### config.mk
export PLATFORM = sky130hd
export DESIGN_NAME = display_page_scheduler_flat
export DESIGN_NICKNAME = d
export VERILOG_FILES = /design/src/rtl/display_page_scheduler_pkg.sv /design/src/rtl/display_page_scheduler_if.sv /design/src/rtl/display_page_scheduler_rr_next_finder.sv /design/src/rtl/display_page_scheduler.sv /design/src/flat_wrapper.sv
export SDC_FILE = /design/constraint.sdc
export NUM_CORES = 1
export LEC_CHECK = 0
export CAP_MARGIN = 20
export CORE_MARGIN = 3
export CORE_UTILIZATION = 30
export DETAILED_ROUTE_END_ITERATION = 8
export DONT_BUFFER_PORTS = 1
export SLEW_MARGIN = 20
export SYNTH_ARGS = -nofsm -noshare
export SYNTH_HDL_FRONTEND = slang
export SYNTH_SLANG_ARGS = --single-unit
### constraint.sdc
create_clock -name clk -period 6.7 [get_ports clk]
set_input_delay 1.005 -clock clk [delete_from_list [all_inputs] [get_ports clk]]
set_output_delay 1.005 -clock clk [all_outputs]
set_load 0.02 [all_outputs]
### src/rtl/display_page_scheduler_pkg.sv
// Shared definitions for the display page scheduler: FSM state encoding and
// board-level default parameters (25 MHz board clock).
package display_pkg;

  typedef enum logic [1:0] {
    ST_IDLE  = 2'd0,
    ST_SHOW  = 2'd1,
    ST_BLANK = 2'd2
  } state_e;

  localparam int N_PAGES_DEF      = 4;
  localparam int DATA_W_DEF       = 16;
  localparam int DWELL_CYCLES_1S  = 25_000_000;
  localparam int BLANK_CYCLES_DEF = 2_500_000;

endpackage

### src/rtl/display_page_scheduler_if.sv
// Bus between the page sources and the display driver.
// slave  : the scheduler (consumes pages/controls, produces the display word)
// master : the surrounding logic (drives pages/controls, observes the display)
interface display_page_scheduler_if #(
  parameter int N_PAGES = 4,
  parameter int DATA_W  = 16
) ();
  localparam int IDX_W = $clog2(N_PAGES);

  logic [N_PAGES*DATA_W-1:0] page_data;
  logic [N_PAGES-1:0]        page_en;
  logic                      hold;
  logic                      next_pulse;
  logic [DATA_W-1:0]         disp_data;
  logic [IDX_W-1:0]          disp_idx;
  logic                      disp_valid;
  logic                      page_tick;

  modport slave (
    input  page_data, page_en, hold, next_pulse,
    output disp_data, disp_idx, disp_valid, page_tick
  );

  modport master (
    output page_data, page_en, hold, next_pulse,
    input  disp_data, disp_idx, disp_valid, page_tick
  );
endinterface

### src/rtl/display_page_scheduler_rr_next_finder.sv
// Combinational round-robin search: first enabled page strictly after idx,
// wrapping modulo N_PAGES; falls back to idx itself when it is the only one.
module rr_next_finder #(
  parameter int N_PAGES = 4,
  parameter int IDX_W   = 2
) (
  input  logic [N_PAGES-1:0] page_en,
  input  logic [IDX_W-1:0]   idx,
  output logic [IDX_W-1:0]   next_idx,
  output logic               any_en
);

  logic [IDX_W:0] cand;

  // Scan offsets from farthest to nearest so the nearest enabled page wins.
  always_comb begin
    next_idx = idx;
    any_en   = |page_en;
    cand     = '0;
    for (int k = N_PAGES; k >= 1; k--) begin
      cand = {1'b0, idx} + (IDX_W+1)'(k);
      if (cand >= (IDX_W+1)'(N_PAGES)) begin
        cand = cand - (IDX_W+1)'(N_PAGES);
      end else begin
        cand = cand;
      end
      if (page_en[cand[IDX_W-1:0]]) begin
        next_idx = cand[IDX_W-1:0];
      end else begin
        next_idx = next_idx;
      end
    end
  end

endmodule

### src/rtl/display_page_scheduler.sv
// Round-robin page scheduler for a shared display datapath.
// Optional feature macro: DISPLAY_BLANK_EN (blank gap between pages).
module display_page_scheduler
  import display_pkg::*;
#(
  parameter int N_PAGES      = N_PAGES_DEF,
  parameter int DATA_W       = DATA_W_DEF,
  parameter int DWELL_CYCLES = DWELL_CYCLES_1S,
  parameter int BLANK_CYCLES = BLANK_CYCLES_DEF
) (
  input logic                      clk,
  input logic                      reset_n,
  display_page_scheduler_if.slave  bus
);

  localparam int IDX_W = $clog2(N_PAGES);
  localparam int CNT_W = $clog2(DWELL_CYCLES);

  state_e             state_q, state_d;
  logic [IDX_W-1:0]   idx_q, idx_d;
  logic [CNT_W-1:0]   cnt_q, cnt_d;
  logic [DATA_W-1:0]  data_q, data_d;
  logic               valid_q, valid_d;
  logic               tick_q, tick_d;

  logic [IDX_W-1:0]   search_idx_s;
  logic [IDX_W-1:0]   next_idx_s;
  logic               any_en_s;
  logic               advance_s;
  logic [DATA_W-1:0]  sel_data_s;

`ifdef DISPLAY_BLANK_EN
  localparam int BLK_W = $clog2(BLANK_CYCLES + 1);
  logic [BLK_W-1:0]   bcnt_q, bcnt_d;
`endif

  // From IDLE search from the last index so the wrap lands on the lowest enabled page.
  assign search_idx_s = (state_q == ST_IDLE) ? IDX_W'(N_PAGES - 1) : idx_q;

  rr_next_finder #(
    .N_PAGES (N_PAGES),
    .IDX_W   (IDX_W)
  ) u_next (
    .page_en  (bus.page_en),
    .idx      (search_idx_s),
    .next_idx (next_idx_s),
    .any_en   (any_en_s)
  );

  // Advance on manual pulse, on dwell expiry (frozen by hold) or when the shown page drops out.
  assign advance_s = bus.next_pulse || !bus.page_en[idx_q] ||
                     (!bus.hold && (cnt_q == CNT_W'(DWELL_CYCLES - 1)));

  // Next-state logic: page rotation, dwell counting and blank gap.
  always_comb begin
    state_d = state_q;
    idx_d   = idx_q;
    cnt_d   = cnt_q;
    tick_d  = 1'b0;
`ifdef DISPLAY_BLANK_EN
    bcnt_d  = bcnt_q;
`endif
    case (state_q)
      ST_IDLE: begin
        if (any_en_s) begin
          state_d = ST_SHOW;
          idx_d   = next_idx_s;
          cnt_d   = '0;
          tick_d  = 1'b1;
        end else begin
          cnt_d   = '0;
        end
      end
      ST_SHOW: begin
        if (!any_en_s) begin
          state_d = ST_IDLE;
          cnt_d   = '0;
        end else if (advance_s) begin
          idx_d   = next_idx_s;
          cnt_d   = '0;
`ifdef DISPLAY_BLANK_EN
          state_d = ST_BLANK;
          bcnt_d  = '0;
`else
          tick_d  = 1'b1;
`endif
        end else if (!bus.hold) begin
          cnt_d   = cnt_q + CNT_W'(1);
        end else begin
          cnt_d   = cnt_q;
        end
      end
`ifdef DISPLAY_BLANK_EN
      ST_BLANK: begin
        if (!any_en_s) begin
          state_d = ST_IDLE;
          cnt_d   = '0;
        end else if (bus.next_pulse || (!bus.hold && (bcnt_q == BLK_W'(BLANK_CYCLES - 1)))) begin
          state_d = ST_SHOW;
          cnt_d   = '0;
          tick_d  = 1'b1;
        end else if (!bus.hold) begin
          bcnt_d  = bcnt_q + BLK_W'(1);
        end else begin
          bcnt_d  = bcnt_q;
        end
      end
`endif
      default: begin
        state_d = ST_IDLE;
        cnt_d   = '0;
      end
    endcase
  end

  // Word of the page that will be shown next cycle (live update while showing).
  always_comb begin
    sel_data_s = '0;
    for (int k = 0; k < N_PAGES; k++) begin
      if (idx_d == IDX_W'(k)) begin
        sel_data_s = bus.page_data[k*DATA_W +: DATA_W];
      end else begin
        sel_data_s = sel_data_s;
      end
    end
  end

  // Display outputs follow the next state: valid data only while showing.
  always_comb begin
    valid_d = (state_d == ST_SHOW);
    if (valid_d) begin
      data_d = sel_data_s;
    end else begin
      data_d = '0;
    end
  end

  // State and output registers with asynchronous reset.
  always_ff @(posedge clk or negedge reset_n) begin
    if (!reset_n) begin
      state_q <= ST_IDLE;
      idx_q   <= '0;
      cnt_q   <= '0;
      data_q  <= '0;
      valid_q <= 1'b0;
      tick_q  <= 1'b0;
`ifdef DISPLAY_BLANK_EN
      bcnt_q  <= '0;
`endif
    end else begin
      state_q <= state_d;
      idx_q   <= idx_d;
      cnt_q   <= cnt_d;
      data_q  <= data_d;
      valid_q <= valid_d;
      tick_q  <= tick_d;
`ifdef DISPLAY_BLANK_EN
      bcnt_q  <= bcnt_d;
`endif
    end
  end

  assign bus.disp_data  = data_q;
  assign bus.disp_idx   = idx_q;
  assign bus.disp_valid = valid_q;
  assign bus.page_tick  = tick_q;

endmodule

### src/flat_wrapper.sv
// flat-port wrapper written by rule: the top's interface ports become plain ports
module display_page_scheduler_flat import display_pkg::*;
#(
  parameter int N_PAGES      = N_PAGES_DEF,
  parameter int DATA_W       = DATA_W_DEF,
  parameter int DWELL_CYCLES = DWELL_CYCLES_1S,
  parameter int BLANK_CYCLES = BLANK_CYCLES_DEF
)
  (clk, reset_n, bus_page_data, bus_page_en, bus_hold, bus_next_pulse, bus_disp_data, bus_disp_idx, bus_disp_valid, bus_page_tick);
  display_page_scheduler_if #(.N_PAGES(N_PAGES), .DATA_W(DATA_W)) bus_i ();
  input logic clk;
  input logic reset_n;
  input wire logic [$bits(bus_i.page_data)-1:0] bus_page_data;
  input wire logic [$bits(bus_i.page_en)-1:0] bus_page_en;
  input wire logic [$bits(bus_i.hold)-1:0] bus_hold;
  input wire logic [$bits(bus_i.next_pulse)-1:0] bus_next_pulse;
  output wire logic [$bits(bus_i.disp_data)-1:0] bus_disp_data;
  output wire logic [$bits(bus_i.disp_idx)-1:0] bus_disp_idx;
  output wire logic [$bits(bus_i.disp_valid)-1:0] bus_disp_valid;
  output wire logic [$bits(bus_i.page_tick)-1:0] bus_page_tick;
  assign bus_i.page_data = bus_page_data;
  assign bus_i.page_en = bus_page_en;
  assign bus_i.hold = bus_hold;
  assign bus_i.next_pulse = bus_next_pulse;
  assign bus_disp_data = bus_i.disp_data;
  assign bus_disp_idx = bus_i.disp_idx;
  assign bus_disp_valid = bus_i.disp_valid;
  assign bus_page_tick = bus_i.page_tick;
  display_page_scheduler #(.N_PAGES(N_PAGES), .DATA_W(DATA_W), .DWELL_CYCLES(DWELL_CYCLES), .BLANK_CYCLES(BLANK_CYCLES)) u_core (.clk(clk), .reset_n(reset_n), .bus(bus_i));
endmodule
After elaboration in Yosys (flattened, before gate mapping)

Cells that the tools add are included.

Bits in registers: 47
Latch bits: 0
Bits in writable memories: 0
Memory bits (read-only): 0
Input bits: 72
Output and inout port bits: 20
Word-level logic and storage cells: 78
Memories kept: 0

$add $sub $neg: 9
Multiply operators: 0
Divide/modulo/power cells: 0
$lt $le $gt $ge: 9
Equality and inequality tests: 7
Shift-type cells: 0
Muxes and demuxes: 39
Bitwise gates (word level): 0
Reductions and logical operators: 8

Operators with widths:

| kind                                                                   | number |
|---|---|
| 25-bit 2-to-1 mux                                                      | 4 |
| 16-bit 2-to-1 mux                                                      | 5 |
| 2-bit 2-to-1 mux                                                       | 14 |
| 25-bit by 1-bit adder with 25-bit output (second input constant)       | 1 |
| 25-bit equality test (second input constant)                           | 1 |
| 2-bit by 3-bit < comparator with 1-bit output (second input constant)  | 5 |
| 3-bit >= comparator (second input constant)                            | 4 |
| 1-bit binary-select mux with 2-bit select                              | 5 |
| 1-bit 2-to-1 mux                                                       | 8 |
| 2-bit one-hot mux with 2 select lines                                  | 2 |
| 2-bit by 1-bit subtractor with 2-bit output (second input constant)    | 4 |
| 2-bit by 2-bit adder with 3-bit output (second input constant)         | 2 |
| 2-bit by 1-bit equality test with 1-bit output (second input constant) | 3 |
| 2-bit equality test (second input constant)                            | 2 |
| 2-bit logical NOT                                                      | 2 |
| 4-bit inequality test (second input constant)                          | 1 |
| 4-bit OR reduction                                                     | 1 |
| 2-bit by 1-bit adder with 3-bit output (second input constant)         | 1 |
| 2-bit by 3-bit adder with 3-bit output (second input constant)         | 1 |
| 1-bit logical NOT                                                      | 2 |
| 1-bit logical OR                                                       | 2 |
| 1-bit one-hot mux with 2 select lines                                  | 1 |
| 1-bit logical AND                                                      | 1 |

Depth between registers and ports, before layout

Gate-level depths: netlist of the first run.

Depth in word-level cells: 20
Depth in mapped cells: 10
Mapped depth without buffers: 8

Hierarchy

Synthesis of the first run repeated with hierarchy kept, for this count alone.

Cells, all modules: 431
Area, all modules: 3,667.3 µm²

Modules (own cells, without submodules):

| module                 | instances | cells an instance | area each (µm²) | seq. area each (µm²) |
|---|---|---|---|---|
| display_page_scheduler | 1         | 417               | 3,594.7         | 1,151.1 |
| rr_next_finder         | 1         | 14                | 72.6            | 0.0 |

Worst setup path before layout of the first run

Ideal clock, no wire load.

Path kind: input port to flip-flop
From: in bus_hold
To: reg u_core.data_q[10] (netlist: u_core.bus.disp_data[10])
Setup time: 0.129 ns
Data arrival time: 2.873 ns
Required time: 6.571 ns
Path slack: 3.698 ns
Stages: 8
Path buffers: 2
Cells stage by stage: buf_2 > and3b_1 > nand2_1 > o311a_4 > a211oi_2 > buf_2 > mux2i_1 > o22ai_2

Word-level cells in the longest chain between the ends: 12
Elaborated cells between the ends (all ways): 15
Classes of those cells: eq/ne: 3; mux: 8; reduce/logical: 4

RTL lines:

| element                                 | RTL line                      | RTL |
|---|---|---|
| from (decl)                             | flat_wrapper.sv:15            | `input wire logic [$bits(bus_i.hold)-1:0] bus_hold;` |
| 1-bit logical NOT *                     | display_page_scheduler.sv:52  | `(!bus.hold && (cnt_q == CNT_W'(DWELL_CYCLES - 1)));` |
| 1-bit logical AND *                     | display_page_scheduler.sv:52  |  |
| 1-bit logical OR *                      | display_page_scheduler.sv:51  | `assign advance_s = bus.next_pulse \|\| !bus.page_en[idx_q] \|\|` |
| 2-bit 2-to-1 mux *                      | display_page_scheduler.sv:78  | `end else if (advance_s) begin` |
| 2-bit 2-to-1 mux *                      | display_page_scheduler.sv:75  | `if (!any_en_s) begin` |
| 2-bit one-hot mux with 2 select lines * | display_page_scheduler.sv:63  | `case (state_q)` |
| 2-bit logical NOT                       | display_page_scheduler.sv:120 | `if (idx_d == IDX_W'(k)) begin` |
| 16-bit 2-to-1 mux (3 in series)         | display_page_scheduler.sv:120 |  |
| 16-bit 2-to-1 mux *                     | display_page_scheduler.sv:120 |  |
| 16-bit 2-to-1 mux *                     | display_page_scheduler.sv:131 | `if (valid_d) begin` |
| named net u_core.data_d[10]             | display_page_scheduler.sv:22  | `logic [DATA_W-1:0] data_q, data_d;` |
| to (signal assigned)                    | display_page_scheduler.sv:154 | `data_q <= data_d;` |
| to (decl)                               | display_page_scheduler.sv:22  |  |

The timed path passes the listed nets; every way through them passes the cells marked *.
A chain may end at the register's enable or synchronous reset.

Worst setup path in the final report of the first run

From: reg u_core.idx_q[0] (netlist: u_core.bus.disp_idx[0])
To: reg u_core.data_q[15] (netlist: u_core.bus.disp_data[15])

Word-level cells in the longest chain between the ends: 19
Elaborated cells between the ends (all ways): 47
Classes of those cells: add/sub: 8; order compare: 4; eq/ne: 3; mux: 28; reduce/logical: 4

RTL lines:

| element                                                                                   | RTL line                                                                                 | RTL |
|---|---|---|
| from (decl)                                                                               | display_page_scheduler.sv:20                                                             | `logic [IDX_W-1:0] idx_q, idx_d;` |
| from (signal assigned)                                                                    | display_page_scheduler.sv:152                                                            | `idx_q <= idx_d;` |
| 2-bit 2-to-1 mux                                                                          | display_page_scheduler.sv:38                                                             | `assign search_idx_s = (state_q == ST_IDLE) ? IDX_W'(N_PAGES - 1) : idx_q;` |
| 2-bit by 3-bit adder with 3-bit output                                                    | display_page_scheduler_rr_next_finder.sv:21                                              | `cand = {1'b0, idx} + (IDX_W+1)'(k);` |
| 3-bit >= comparator / 2-bit by 1-bit subtractor with 2-bit output (equally long branches) | display_page_scheduler_rr_next_finder.sv:22, display_page_scheduler_rr_next_finder.sv:23 |  |
| 2-bit 2-to-1 mux                                                                          | display_page_scheduler_rr_next_finder.sv:22                                              | `if (cand >= (IDX_W+1)'(N_PAGES)) begin` |
| 1-bit binary-select mux with 2-bit select                                                 | display_page_scheduler_rr_next_finder.sv:27                                              | `if (page_en[cand[IDX_W-1:0]]) begin` |
| 1-bit 2-to-1 mux (not written as such)                                                    | display_page_scheduler_rr_next_finder.sv:27                                              |  |
| 2-bit 2-to-1 mux (4 in series)                                                            | display_page_scheduler_rr_next_finder.sv:27                                              |  |
| 2-bit 2-to-1 mux                                                                          | display_page_scheduler.sv:78                                                             |  |
| 2-bit 2-to-1 mux                                                                          | display_page_scheduler.sv:75                                                             |  |
| 2-bit one-hot mux with 2 select lines *                                                   | display_page_scheduler.sv:63                                                             |  |
| named net u_core.idx_d[0]                                                                 | display_page_scheduler.sv:20                                                             |  |
| 2-bit logical NOT                                                                         | display_page_scheduler.sv:120                                                            |  |
| 16-bit 2-to-1 mux (3 in series)                                                           | display_page_scheduler.sv:120                                                            |  |
| 16-bit 2-to-1 mux *                                                                       | display_page_scheduler.sv:120                                                            |  |
| 16-bit 2-to-1 mux *                                                                       | display_page_scheduler.sv:131                                                            |  |
| named net u_core.data_d[15]                                                               | display_page_scheduler.sv:22                                                             |  |

The timed path passes the listed nets; every way through them passes the cells marked *. The select of a mux whose other input is x is not followed.

==> flow_results.org, run 1 <==
** Worst setup path
- Max FO, Critical Path :: 16
- Critical path launch point type :: flop
- The worst register-to-register path has a setup slack of around 3.7 ns.
- The worst register-to-register path begins at u_core.bus.disp_idx[0].
- The worst setup path is of the reg -> reg kind.
- The worst register-to-register path ends at u_core.bus.disp_data[15].
- Arrival time at the worst endpoint :: between 3 and 4 ns
- For the worst flop-to-flop path, the logic depth is 7.
- Worst endpoint required time :: between 6 and 7 ns
- The worst setup path is captured at a flop.

** Power
- Summed over all cells, the static leakage comes to ~1.2 nW.
- Power Density :: 295 mW/mm²
- The worst-case IR drop observed on VDD is around 0.12 mV.

** Floorplanning
- 92 I/O pins were placed.
- Starting Density :: between 30% and 40%
- The initialized floorplan defines 33 standard-cell rows.
- Floorplan die area :: 0.00992 mm²
- The floorplan step defined a core boundary enclosing ~0.0083 mm².
- Die Height :: 99.6 µm
- In this run the horizontal extent of the chip is ~100 µm.

** Placed design
- At the end of routability-driven placement, the weighted congestion stood at between 0.8 and 0.9.
- DP HPWL :: 4300 µm
- Worst setup slack after placement :: between 3 and 4 ns
- Buffers on Ports :: 0

** CTS
- TritonCTS clock tree :: yes
- Number of CTS-inserted buffers :: 5
- Library cell used as clock root buffer :: sky130_fd_sc_hd__clkbuf_8
- Clock tree synthesis found a total of 47 sinks.
- In this run, post-CTS hold repair placed 0 buffers.
- Maximum clock path buffer count :: 2
- Clock-pin slew on the worst setup and hold paths :: 0.09 ns
- Worst-Skew Late Latency :: between 0.2 and 0.3 ns
- Maximum level of the CTS H-tree :: 2
- Post-CTS timing repair inserted 0 buffers for setup.
- Count of instances resized after the clock tree is built :: 0

** Cells and area
- Most frequent cells in the layout :: 47 x sky130_fd_sc_hd__dfrtp_1, 34 x sky130_fd_sc_hd__mux2i_1, 30 x sky130_fd_sc_hd__nor2_1
- Measured on the finished design, the core utilization comes to 33.8%.
- The post-route netlist has ~9.6% of its cells at a drive strength greater than 1.
- For this run, the post-layout net count is between 300 and 400.
- The area growth from synthesis to layout is 7.19%.
- Fill cells in the final layout number approximately 840.
- 0 antenna diodes ended up in the layout.
- Most common cell after layout, fill and taps aside :: sky130_fd_sc_hd__dfrtp_1

** Synthesis
- The most used flip-flop cell after synthesis is sky130_fd_sc_hd__dfrtp_1.
- Number of synthesized flops with an enable pin :: 0
- Gate Count Post-Synth :: between 200 and 300
- The synthesized design contains 47 register bits.
- Synth Net Count :: about 330
- Share of synthesized flip-flops with an asynchronous set or reset :: 100%
- Top area cells in the synthesized netlist :: sky130_fd_sc_hd__dfrtp_1 45%, sky130_fd_sc_hd__mux2i_1 13%, sky130_fd_sc_hd__o22ai_2 4.8%, sky130_fd_sc_hd__nor2_1 4.3%, sky130_fd_sc_hd__xor2_1 3.7%
- Sequential cell area fraction in the yosys report :: approximately 45%
- The biggest area contributor in the post-synthesis netlist is sky130_fd_sc_hd__dfrtp_1.
- The Yosys step of the flow raised 0 warnings.
- The synthesized design devotes to its leading area cell type 44.8% of total area.
- The cell area that synthesis handed to floorplanning was between 0.002 and 0.003 mm².
- Unique masters post-synth :: 47
- In this run the mean area of a mapped cell was around 10 µm².

** STA
- Setup repair after global routing missed its margin :: no
- The worst path needs around 3.0 ns of the cycle, external delays included.
- In the post-route analysis, the smallest setup slack over all paths is between 3 and 4 ns.
- The clock arrives with about 0.011 ns of skew.
- Timing-limited maximum frequency :: 0.338 GHz
- Measured against its own limit, the worst slew margin works out to between 40 and 50%.
- Slew at the pin with the worst max-slew slack :: roughly 0.86 ns
- Fraction of the cycle the final worst path needs :: between 40% and 50%
- Final-layout setup total negative slack :: 0 ns
- The number of failing hold endpoints at the final stage was 0.
- Final Setup Violations :: 0
- The number of pins exceeding their max-slew limit in the final report is 0.

** GRT
- Maximum number of pins on one net before global-route repair :: 48
- The number of global-route vias before repair came to between 1,500 and 2,000.
- The total overflow left after global routing is 0.
- The number of antenna violations at the first check in global routing is 0.
- Global-route wire length before repair :: 9450 µm
- Across every metal layer, demand over resource in global routing totals roughly an eighth.

** Routing
- Routed WL :: about 5700 µm
- First drt pass iteration count :: 4
- Remaining antenna violation count :: 0
- In this run, the number of DRC markers left after iteration 0 of detailed routing was roughly 130.
- Routed length per placed instance :: approximately 16 µm
- Vias per inst :: about 5.3
- After detailed routing, the number of remaining DRC violations is 0.
- Across all layers, the routed design uses 1,872 vias.

** Job
- Across the run, the number of max-cap violations was 0.

** Worst hold path
- The min-delay analysis places its worst path in the category in -> async.

** Run status
- The flow ran to the end, and the final reports show no timing, DRC or antenna violations.
cells in the mapped netlist, types with 4 or more instances:
master,n
sky130_fd_sc_hd__clkbuf_1,4
sky130_fd_sc_hd__xnor2_1,7
sky130_fd_sc_hd__o21ai_0,7
sky130_fd_sc_hd__and3_1,7
sky130_fd_sc_hd__inv_1,7
sky130_fd_sc_hd__nor2_1,30
sky130_fd_sc_hd__o22ai_2,10
sky130_fd_sc_hd__nor3_1,6
sky130_fd_sc_hd__xor2_1,11
sky130_fd_sc_hd__nand2_1,12
sky130_fd_sc_hd__nand3_1,10
sky130_fd_sc_hd__mux2i_1,34
sky130_fd_sc_hd__o22ai_1,7
sky130_fd_sc_hd__nor2b_1,4
sky130_fd_sc_hd__dfrtp_1,47
sky130_fd_sc_hd__a21oi_1,5
kinds of logic (layout without fill, tap and decap cells):
group	Yosys count	after routing	synth area share, %
simple gates	86	86	16.7
buf+inv	18	15	3.43
fa+ha+maj	1	1	0.476
other cells	1	1	0.143
flops	47	47	44.8
xor+xnor	18	18	6.00
mux	35	35	13.8
compound gates	46	46	14.7
worst max-delay path: stages (launching register included):
cell	delay [ns]
sky130_fd_sc_hd__dfrtp_1	0.62
sky130_fd_sc_hd__mux4_2	0.55
sky130_fd_sc_hd__and2b_1	0.19
sky130_fd_sc_hd__o311a_4	0.16
sky130_fd_sc_hd__o41ai_2	0.31
sky130_fd_sc_hd__o311ai_1	0.19
sky130_fd_sc_hd__nand2_1	0.58
sky130_fd_sc_hd__o22ai_1	0.19
area by class of cell:
cell class                      count  area, µm²  share of cell area (%)
Tap cell                          105        131                    4.66
Timing Repair Buffer                1       7.51                   0.267
Clock buffer                        5       68.8                    2.44
Sequential cell                    47       1180                    41.8
Multi-Input combinational cell    187       1370                    48.6
Clock inverter                      2       37.5                    1.33
Inverter                            7       26.3                   0.933
power by group:
part,switching (W),total [W],internal [W]
Sequential,0.0000774,0.000396,0.000318
Combinational,0.000119,0.000233,0.000114
Clock,0.0000940,0.000203,0.000109
how the worst max path moves through the flow:
stage,from,endpoint,slack [ns],cells past startpoint
2_1_floorplan,bus_hold,u_core.bus.disp_data[10],3.70,8
3_3_place_gp,bus_page_en[3],u_core.bus.disp_data[15],3.52,7
3_5_place_dp,bus_page_en[3],u_core.bus.disp_data[15],3.42,7
4_1_cts,u_core.bus.disp_idx[0],u_core.bus.disp_data[15],3.70,7
5_1_grt,u_core.bus.disp_idx[0],u_core.bus.disp_data[2],3.55,7
6_report,u_core.bus.disp_idx[0],u_core.bus.disp_data[15],3.74,7
state kept, by name, indices dropped and copies added (netlist names):
signal	flops
u_core.bus.page_tick	1
u_core.bus.disp_valid	1
u_core.state_q	2
u_core.cnt_q	25
u_core.bus.disp_data	16
u_core.bus.disp_idx	2
metal layers:
| layer | GRT usage [%] | wire, µm | part of all wire, % | up-vias |
|---|---|---|---|---|
| li1 | - | - | - | 903 |
| met1 | 14.3 | 2350 | 41 | 874 |
| met2 | 20.1 | 2760 | 49 | 93 |
| met3 | 3.79 | 546 | 9.6 | 2 |
| met4 | 2.42 | 14 | 0.25 | 0 |
| met5 | 0 | 0 | 0 | - |
per-stage QoR:
step                      cells  power [W]  hold slack [ns]  area (µm²)
after global routing        354   0.000880            0.376        2820
final                       354   0.000832            0.396        2820
after floorplan             252   0.000605            0.489        2630
after global placement      347   0.000637            0.524        2710
after detailed placement    347   0.000638            0.527        2710
after CTS                   354   0.000844            0.383        2820
(Power assumes the default switching activity.)
==> run 2: changes to the inputs <==
==> constraint.sdc (replaced) <==
create_clock -name clk -period 2.75 [get_ports clk]
set_input_delay 0.4125 -clock clk [delete_from_list [all_inputs] [get_ports clk]]
set_output_delay 0.4125 -clock clk [all_outputs]
set_load 0.02 [all_outputs]
==> run 2 against run 1 <==
Fmax up 16%. Clock skew grew 0.0027 ns. Critical endpoint is now u_core.bus.disp_data[14]. Total power rose by 150%. Register-to-register slack lost 3.5 ns. Highest routed layer unchanged. Wire length increased by 1.3%. Worst setup slack worse by 3.5 ns. Cell count rose by 2.0%. Clock power is 110% higher. Largest power group unchanged.
==> flow_results.org, run 2 (same netlist as run 1, synthesis figures left out) <==
** GRT
- The number of antenna violations at the first check in global routing was 0 (unchanged).
- The wire length of the first global-routing pass is 9420 µm (-0.30%).
- The number of global-route vias before repair came to 1,921 (-0.52%).
- The overall track demand over capacity in global routing came to 12.1% (+0.41 points).
- Maximum number of pins on one net before global-route repair :: 48 (unchanged)
- Final global-route overflow total :: 0 (unchanged)

** CTS
- The number of clock buffers inserted by TritonCTS came to 5 (unchanged).
- In this run the clock root is driven by a sky130_fd_sc_hd__clkbuf_8.
- The clock sink count was 47 (unchanged).
- TritonCTS built the clock tree.
- Maximum clock path buffer count :: 2 (unchanged)
- Clock-pin slew on the worst setup and hold paths :: 0.10 ns (about the same)
- Maximum level of the CTS H-tree :: 2 (unchanged)
- The clock latency on the worst-skew pair came to 0.31 ns (+0.02 ns).

** Worst setup path
- In this run the worst setup path terminates at u_core.bus.disp_data[14].
- Max FO, Critical Path :: 16 (unchanged)
- The critical path goes through and4bb_2, nand4_1, o311a_4, o41ai_2, o311ai_1, or2_2, o22ai_1.
- Worst endpoint required time :: 2.99 ns (-3.85 ns)
- Worst reg-to-reg setup slack :: 0.21 ns (-3.54 ns)
- Worst setup startpoint :: u_core.cnt_q[9]
- Number of cells on the critical path :: 7 (unchanged)
- The setup path with the least slack is of type reg -> reg.
- Endpoint class of the critical path :: flop
- The endpoint identified for the worst register-to-register timing path is u_core.bus.disp_data[14].
- For this design, the slowest cell found on the critical path is sky130_fd_sc_hd__or2_2.
- On the critical path the largest part of the delay comes from compound AO/OA/AOI/OAI gates.
- Arrival time at the worst endpoint :: 2.78 ns (-0.32 ns)
- Critical path launch point type :: flop
- Worst r2r src :: u_core.cnt_q[9]
- The delay contributed by the slowest stage of the critical path is 0.48 ns (-0.14 ns).
- Buffers and inverters on the worst path :: 0 (unchanged)
- The length in cells of the worst reg-to-reg path was 7 (unchanged).

** Routing
- The number of DRC violations after detailed-routing iteration 0 is 156 (+23%).
- The total detailed-routing wirelength was 5750 µm (+1.3%).
- The first-pass iteration count of the detailed router was 4 (unchanged).
- Routed length per placed instance :: 15.9 µm (-0.63%)
- The total via count after detailed routing was 1,908 (+1.9%).
- The routed via count divided by cell count was 5.29 (about the same).
- Remaining antenna violation count :: 0 (unchanged)
- The DRC violation count after routing came to 0 (unchanged).

** Job
- Reported max-cap violation count :: 0 (unchanged)

** Cells and area
- Share of layout cells above drive strength 1 :: 12.1% (+2.5 points)
- Number of nets in the layout :: 328 (+1.9%)
- Number of fill cells in the layout :: 843 (unchanged)
- The area growth from synthesis to layout is 10.1%.
- Antenna diode count :: 0 (unchanged)
- Final instance count without filler cells :: 361 (+2.0%)
- Largest reg by FF count :: u_core.cnt_q
- The top cell types in the final layout, fill and taps aside, are 47 x sky130_fd_sc_hd__dfrtp_1, 34 x sky130_fd_sc_hd__mux2i_1, 30 x sky130_fd_sc_hd__nor2_1.
- The number of flip-flops under the largest register name is 25 (unchanged).
- Leaving out fill and tap cells, the most frequent cell in the layout is sky130_fd_sc_hd__dfrtp_1.

** STA
- The maximum clock skew at final layout is 0.0140 ns (+0.00267 ns).
- Fraction of the cycle the final worst path needs :: 92.4% (+48 points)
- The final critical-path required period was 2.54 ns (-0.414 ns).
- The upper clock frequency limit was 0.393 GHz (+16%).
- Final-layout setup total negative slack :: 0 ns (unchanged)
- Final Setup Violations :: 0 (unchanged)
- Final Hold Violating Endpoints :: 0 (unchanged)
- The worst-margin pin slew came to 0.721 ns (-0.137 ns).
- Worst Hold Slack :: 0.268 ns (-0.129 ns)
- The normalized max-slew margin was 51.5% (+8.9 points).
- The number of pins exceeding their max-slew limit in the final report was 0 (unchanged).
- Setup repair after global routing missed its margin :: no

** Floorplanning
- The total die area was 0.00992 mm² (unchanged).
- The I/O pin count came to 92 (unchanged).
- Die Height :: 99.6 µm (unchanged)
- The core box area was 0.00834 mm² (unchanged).
- The overall die width came to 99.6 µm (unchanged).
- Starting Density :: 31.5% (unchanged)
- The row count came to 33 (unchanged).

** Placed design
- The number of port buffers came to 0 (unchanged).
- DP HPWL :: 4320 µm (+0.37%)
- The placed cell count came to 351 (+1.2%).
- GP Congestion :: 0.891 (+1.6%)

** Run status
- Result of the run :: finished, final reports clean

** Worst hold path
- The min-delay analysis places its worst path in the category in -> reg.

** Power
- Power Density :: 705 mW/mm² (+140%)
- The leakage power figure was 1.28 nW (+3.7%).
- The worst vdd rail ir drop came to 0.370 mV (+200%).
==> run 2: repair_timing <==
action	in CTS	in global routing
gates resized for setup	0	1
endpoints found under the hold margin	47	0
setup endpoints to repair	0	5
buffers inserted	0	0
hold buffers	2	0
==> run 2: report_power, final <==
part           total, W  internal [W]  switching (W)
sequential     0.000918      0.000776       0.000143
clock          0.000435      0.000182       0.000252
combinational  0.000687      0.000324       0.000363
==> run 2: layer usage <==
layer  routed length, µm  GRT usage (%)  up-vias
li1                    -              -      913
met4                  82           4.10        0
met5                   0              0        -
met2                2660           19.2       85
met3                 444           3.37        7
met1                2560           15.9      903
==> run 2: area by class of cell <==
cell class | instances | area (µm²) | share of cell area (%)
clock buffers | 5 | 68.8 | 2.38
clock inverters | 3 | 22.5 | 0.778
inverters | 7 | 26.3 | 0.908
multi-input cells | 187 | 1370 | 47.3
flip-flops and latches | 47 | 1180 | 40.6
well taps | 105 | 131 | 4.54
repair buffers | 7 | 100 | 3.46
==> run 2: worst register-to-register path: cells and delay by family (launching register included) <==
family           cells  cell delay [ns]
AND/OR/NAND/NOR      3             0.91
AO/OA/AOI/OAI        4             1.13
flip-flops           1             0.43
==> run 2: worst min path at each step <==
stage | slack (ns) | start | depth (start not counted) | end
finish | 0.27 | bus_hold | 2 | u_core.cnt_q[0]
CTS | 0.26 | bus_hold | 2 | u_core.cnt_q[0]
detailed placement | 0.12 | reset_n | 0 | u_core.bus.page_tick
global route | 0.26 | bus_hold | 2 | u_core.cnt_q[0]
global placement | 0.12 | reset_n | 0 | u_core.bus.page_tick
floorplan | 0.12 | reset_n | 0 | u_core.bus.disp_data[0]
==> run 2: metrics by stage <==
| stage | area, µm² | utilization, % | total power, W | setup slack, ns |
|---|---|---|---|---|
| 6_report | 2890 | 34.7 | 0.00204 | 0.208 |
| 5_1_grt | 2890 | 34.7 | 0.00217 | 0.0329 |
| 4_1_cts | 2890 | 34.7 | 0.00207 | 0.0967 |
| 3_5_place_dp | 2770 | 33.2 | 0.00161 | 0.106 |
| 3_3_place_gp | 2770 | 33.2 | 0.00160 | 0.156 |
| 2_1_floorplan | 2630 | - | 0.00147 | 0.197 |
==> run 3: changes to the inputs <==
--- a/config.mk
+++ b/config.mk
@@ -5,11 +5,13 @@
 export SDC_FILE = /design/constraint.sdc
 export NUM_CORES = 1
 export LEC_CHECK = 0
+export ABC_AREA = 1
 export CAP_MARGIN = 20
 export CORE_MARGIN = 3
 export CORE_UTILIZATION = 30
 export DETAILED_ROUTE_END_ITERATION = 8
 export DONT_BUFFER_PORTS = 1
+export PLACE_DENSITY = 0.49
 export SLEW_MARGIN = 20
 export SYNTH_ARGS = -nofsm -noshare
 export SYNTH_HDL_FRONTEND = slang
==> run 3 against run 2 <==
Global-route usage grew 2.7 points. Critical path type unchanged. Die area rose by 17%. Utilization shrank 0.18 points. Highest routed layer unchanged.
==> flow_results.org, run 3 <==
** Synthesis
- Share of cell area taken by muxes after synthesis :: 0% (-14 points)
- Top post-synthesis cells by count :: 101 x sky130_fd_sc_hd__nand2_1, 53 x sky130_fd_sc_hd__inv_1, 47 x sky130_fd_sc_hd__dfrtp_1, 37 x sky130_fd_sc_hd__nand3_1, 33 x sky130_fd_sc_hd__nor2_1
- Gate Count Post-Synth :: 423 (+68%)
- Most instantiated flip-flop cell in the synthesis netlist :: sky130_fd_sc_hd__dfrtp_1
- The summed instance area of the synthesized netlist was 0.00309 mm² (+18%).
- Top area cells in the synthesized netlist :: sky130_fd_sc_hd__dfrtp_1 38%, sky130_fd_sc_hd__nand2_1 12%, sky130_fd_sc_hd__inv_1 6.4%, sky130_fd_sc_hd__nand3_1 6.0%, sky130_fd_sc_hd__nor2_1 4.0%
- Unique masters post-synth :: 44 (-6.4%)
- After synthesis, the largest family of logic cells by area is simple AND/OR/NAND/NOR gates.
- Most numerous cell in the Yosys netlist :: sky130_fd_sc_hd__nand2_1
- Synth Net Count :: 496 (+53%)
- The portion of synthesized cell area occupied by the leading cell type is 38.1% (-6.7 points).
- Leading area contributor after synthesis :: sky130_fd_sc_hd__dfrtp_1
- The per-instance average area after synthesis was 7.31 µm² (-30%).
- Post-synthesis simple-gate area fraction :: 32.1% (+15 points)
- The number of synthesis warnings is 0 (unchanged).
- Synth Area in Adders :: 0.405% (-0.071 points)
- Synth Area in Compound Gates :: 17.4% (+2.7 points)
- The proportion of synthesized flip-flops having asynchronous set or reset came to 100% (unchanged).
- The number of flops mapped to enable cells by yosys came to 0 (unchanged).
- Post-synthesis register bit count :: 47 (unchanged)
- Xor and xnor area share after synthesis :: 1.13% (-4.9 points)
- Sequential cell area fraction in the yosys report :: 38.1% (-6.7 points)

** Routing
- # DRC :: 0 (unchanged)
- The first-pass iteration count of the detailed router came to 4 (unchanged).
- The number of DRC violations after detailed-routing iteration 0 came to 132 (-15%).
- Routed length per placed instance :: 14.7 µm (-7.4%)
- The total detailed-routing wirelength came to 8320 µm (+45%).
- Vias per inst :: 4.87 (-7.8%)
- Detailed-route via count :: 2,749 (+44%)
- Remaining antenna violation count :: 0 (unchanged)

** Worst setup path
- The arrival time reported for the critical path endpoint is 2.68 ns (-0.10 ns).
- Critical path launch point type :: flop
- The worst register-to-register path begins at u_core.cnt_q[0].
- The register-to-register path setup slack is 0.31 ns (+0.10 ns).
- Worst setup startpoint :: u_core.cnt_q[0]
- The length in cells of the worst reg-to-reg path was 18 (+11).
- Endpoint class of the critical path :: flop
- Max FO, Critical Path :: 17 (+1)
- The data required time at the worst endpoint came to 2.99 ns (about the same).
- Worst Path Class, Setup :: reg -> reg
- The endpoint identified for the worst register-to-register timing path is u_core.bus.disp_data[13].

** Cells and area
- The area of all sequential standard cells is 0.00118 mm² (unchanged).
- The antenna cell count is 0 (unchanged).
- Flip-flop count of the largest register, all copies and words added :: 25 (unchanged)
- Most common cell after layout, fill and taps aside :: sky130_fd_sc_hd__nand2_1
- Share of layout cells above drive strength 1 :: 12.5% (+0.42 points)
- Number of nets in the layout :: 503 (+53%)
- The number of fill cells was 1,096 (+30%).
- More flip-flops sit in one register than any other, and that register is u_core.cnt_q.
- Area of combinational cells with multiple inputs :: 0.00158 mm² (+16%)
- Compared with the post-synthesis result, the final layout area differs by 10.7%.
- In the layout the commonest cells are 101 x sky130_fd_sc_hd__nand2_1, 53 x sky130_fd_sc_hd__inv_1, 47 x sky130_fd_sc_hd__dfrtp_1.
- The count of non-filler cells in the finished layout is 564 (+56%).

** CTS
- Post-CTS setup buffers :: 0 (unchanged)
- TritonCTS built the clock tree.
- The clock sink count is 47 (unchanged).
- The clock latency on the worst-skew pair came to 0.31 ns (about the same).
- Number of CTS-inserted buffers :: 5 (unchanged)
- Library cell used as clock root buffer :: sky130_fd_sc_hd__clkbuf_8
- Maximum clock path buffer count :: 2 (unchanged)
- The number of H-tree branching levels came to 2 (unchanged).
- Clock-pin slew on the worst setup and hold paths :: 0.09 ns (about the same)

** Power
- Combinational share of power :: 42.2% (+8.5 points)
- The net switching fraction of the power came to 44.3% (+7.2 points).
- Seq pwr share :: 36.3% (-8.7 points)
- Static leakage :: 1.55 nW (+22%)
- Power dissipated by switching net loads :: 0.00128 W (+69%)
- Power Density :: 844 mW/mm² (+20%)
- Worst supply voltage drop on vdd :: 0.424 mV (+15%)
- Cell-internal power :: 0.00161 W (+25%)
- The share of power burned in the clock network was 21.4% (about the same).

** Floorplanning
- Die Height :: 107 µm (+7.9%)
- The total die area is 0.0116 mm² (+17%).
- The core box area is 0.00991 mm² (+19%).
- The overall die width came to 107 µm (+7.9%).
- Number of placed I/O pins :: 92 (unchanged)
- Starting Density :: 31.2% (-0.32 points)
- The row count was 36 (+9.1%).

** GRT
- Met3 track demand over resource in global routing :: 3.72% (+0.35 points)
- Vias in the first global route :: 2,720 (+42%)
- Met2 Resource Use GR :: 24.5% (+5.3 points)
- The largest net degree at the start of global routing came to 48 (unchanged).
- Global router's overall resource usage :: 14.8% (+2.7 points)
- The aggregate global routing overflow was 0 (unchanged).
- The wire length of the first global-routing pass is 13,700 µm (+46%).
- Most used routing layer :: met2
- Initial antenna violation count :: 0 (unchanged)
- GR Layer Usage met1 :: 19.1% (+3.2 points)

** Worst hold path
- Critical hold path startpoint :: bus_page_data[55]
- The path with the worst hold slack has its endpoint at u_core.bus.disp_data[7].
- Path class of the lowest-slack min-delay path :: in -> reg
- Hold depth :: 2 (unchanged)

** STA
- Final-layout setup total negative slack :: 0 ns (unchanged)
- The normalized max-slew margin was 57.7% (+6.2 points).
- Final Hold Violating Endpoints :: 0 (unchanged)
- Final-report max-slew violation count :: 0 (unchanged)
- Crit path time final :: 2.44 ns (-0.102 ns)
- The final setup violation count came to 0 (unchanged).
- The portion of the clock cycle consumed by the worst path in the final layout is 88.7% (-3.7 points).
- The upper clock frequency limit came to 0.410 GHz (+4.2%).
- The worst-margin pin slew was 0.629 ns (-0.0926 ns).
- Setup repair after global routing left no endpoint under its margin.
- Final worst clock skew :: 0.00646 ns (-0.00757 ns)

** Placed design
- GP Congestion :: 0.859 (-3.7%)
- Number of placed instances with taps included :: 554 (+58%)
- The HPWL after detailed placement came to 6450 µm (+49%).
- Buffers on Ports :: 0 (unchanged)

** Run status
- Result of the run :: finished, final reports clean

** Job
- The total of max-cap violations came to 0 (unchanged).
-- run 3: how the worst max path moves through the flow --
stage	end	cells past startpoint
floorplan	u_core.bus.disp_data[11]	16
global placement	u_core.bus.disp_data[13]	18
detailed placement	u_core.bus.disp_data[13]	18
CTS	u_core.bus.disp_data[15]	16
global route	u_core.bus.disp_data[9]	18
finish	u_core.bus.disp_data[13]	18
-- run 3: metal layers --
layer	vias to the layer above	part of all wire, %
met2	91	47
met5	-	0
met3	7	5.9
li1	1412	-
met1	1239	46
met4	0	0.96
-- run 3: power by group through the flow --
stage / clock network [W] / registers [W] / logic (W)
2_1_floorplan: 0 / 0.00103 / 0.00100
3_3_place_gp: 0 / 0.00108 / 0.00117
3_5_place_dp: 0 / 0.00107 / 0.00119
4_1_cts: 0.000635 / 0.00106 / 0.00121
5_1_grt: 0.000668 / 0.00107 / 0.00139
6_report: 0.000618 / 0.00105 / 0.00122
-- run 3: worst max-delay path: stages, from the launching register on --
cell                      delay [ns]
sky130_fd_sc_hd__dfrtp_1        0.39
sky130_fd_sc_hd__ha_1           0.17
sky130_fd_sc_hd__nand2_1        0.06
sky130_fd_sc_hd__nor2_1         0.12
sky130_fd_sc_hd__nand2_1        0.13
sky130_fd_sc_hd__nor2_1         0.11
sky130_fd_sc_hd__nand3_1        0.12
sky130_fd_sc_hd__nand2_2        0.13
sky130_fd_sc_hd__nand2_1        0.09
sky130_fd_sc_hd__inv_2          0.07
sky130_fd_sc_hd__nand2_1        0.05
sky130_fd_sc_hd__nand2_1        0.06
sky130_fd_sc_hd__nand2_1        0.05
sky130_fd_sc_hd__nand2_2        0.07
sky130_fd_sc_hd__nand2_4        0.05
sky130_fd_sc_hd__nand2_2        0.24
sky130_fd_sc_hd__buf_4          0.26
sky130_fd_sc_hd__o21ai_2        0.07
sky130_fd_sc_hd__a21oi_2        0.13
-- run 3: area by class of cell --
class,instances,area share [%]
multi-input cells,301,46.2
flip-flops and latches,47,34.4
inverters,62,6.80
well taps,133,4.86
repair buffers,13,3.73
clock buffers,5,2.01
clock inverters,3,1.98
-- run 3: per-stage QoR --
stage	utilization (%)	hold slack [ns]	setup WS (ns)	total power [W]	instance area, µm²
after global routing	34.5	0.252	0.0353	0.00313	3420
after global placement	32.7	0.118	0.295	0.00225	3240
final	34.5	0.259	0.310	0.00289	3420
after floorplan	-	0.117	0.665	0.00204	3090
after CTS	34.4	0.250	0.223	0.00291	3410
after detailed placement	32.7	0.118	0.238	0.00227	3240
-- run 3: cells by family (layout without fill, tap and decap cells) --
kind of cell | after synthesis | in the layout
simple gates | 216 | 216
compound gates | 79 | 79
buf+inv | 75 | 83
flops | 47 | 47
xor+xnor | 4 | 4
fa+ha+maj | 1 | 1
other cells | 1 | 1
-- run 3: timing repair --
| action | 4_1_cts | 5_1_grt |
|---|---|---|
| gates resized for setup | 0 | 2 |
| endpoints found under the setup margin | 0 | 8 |
| hold buffers | 2 | 0 |
| endpoints found under the hold margin | 47 | 0 |
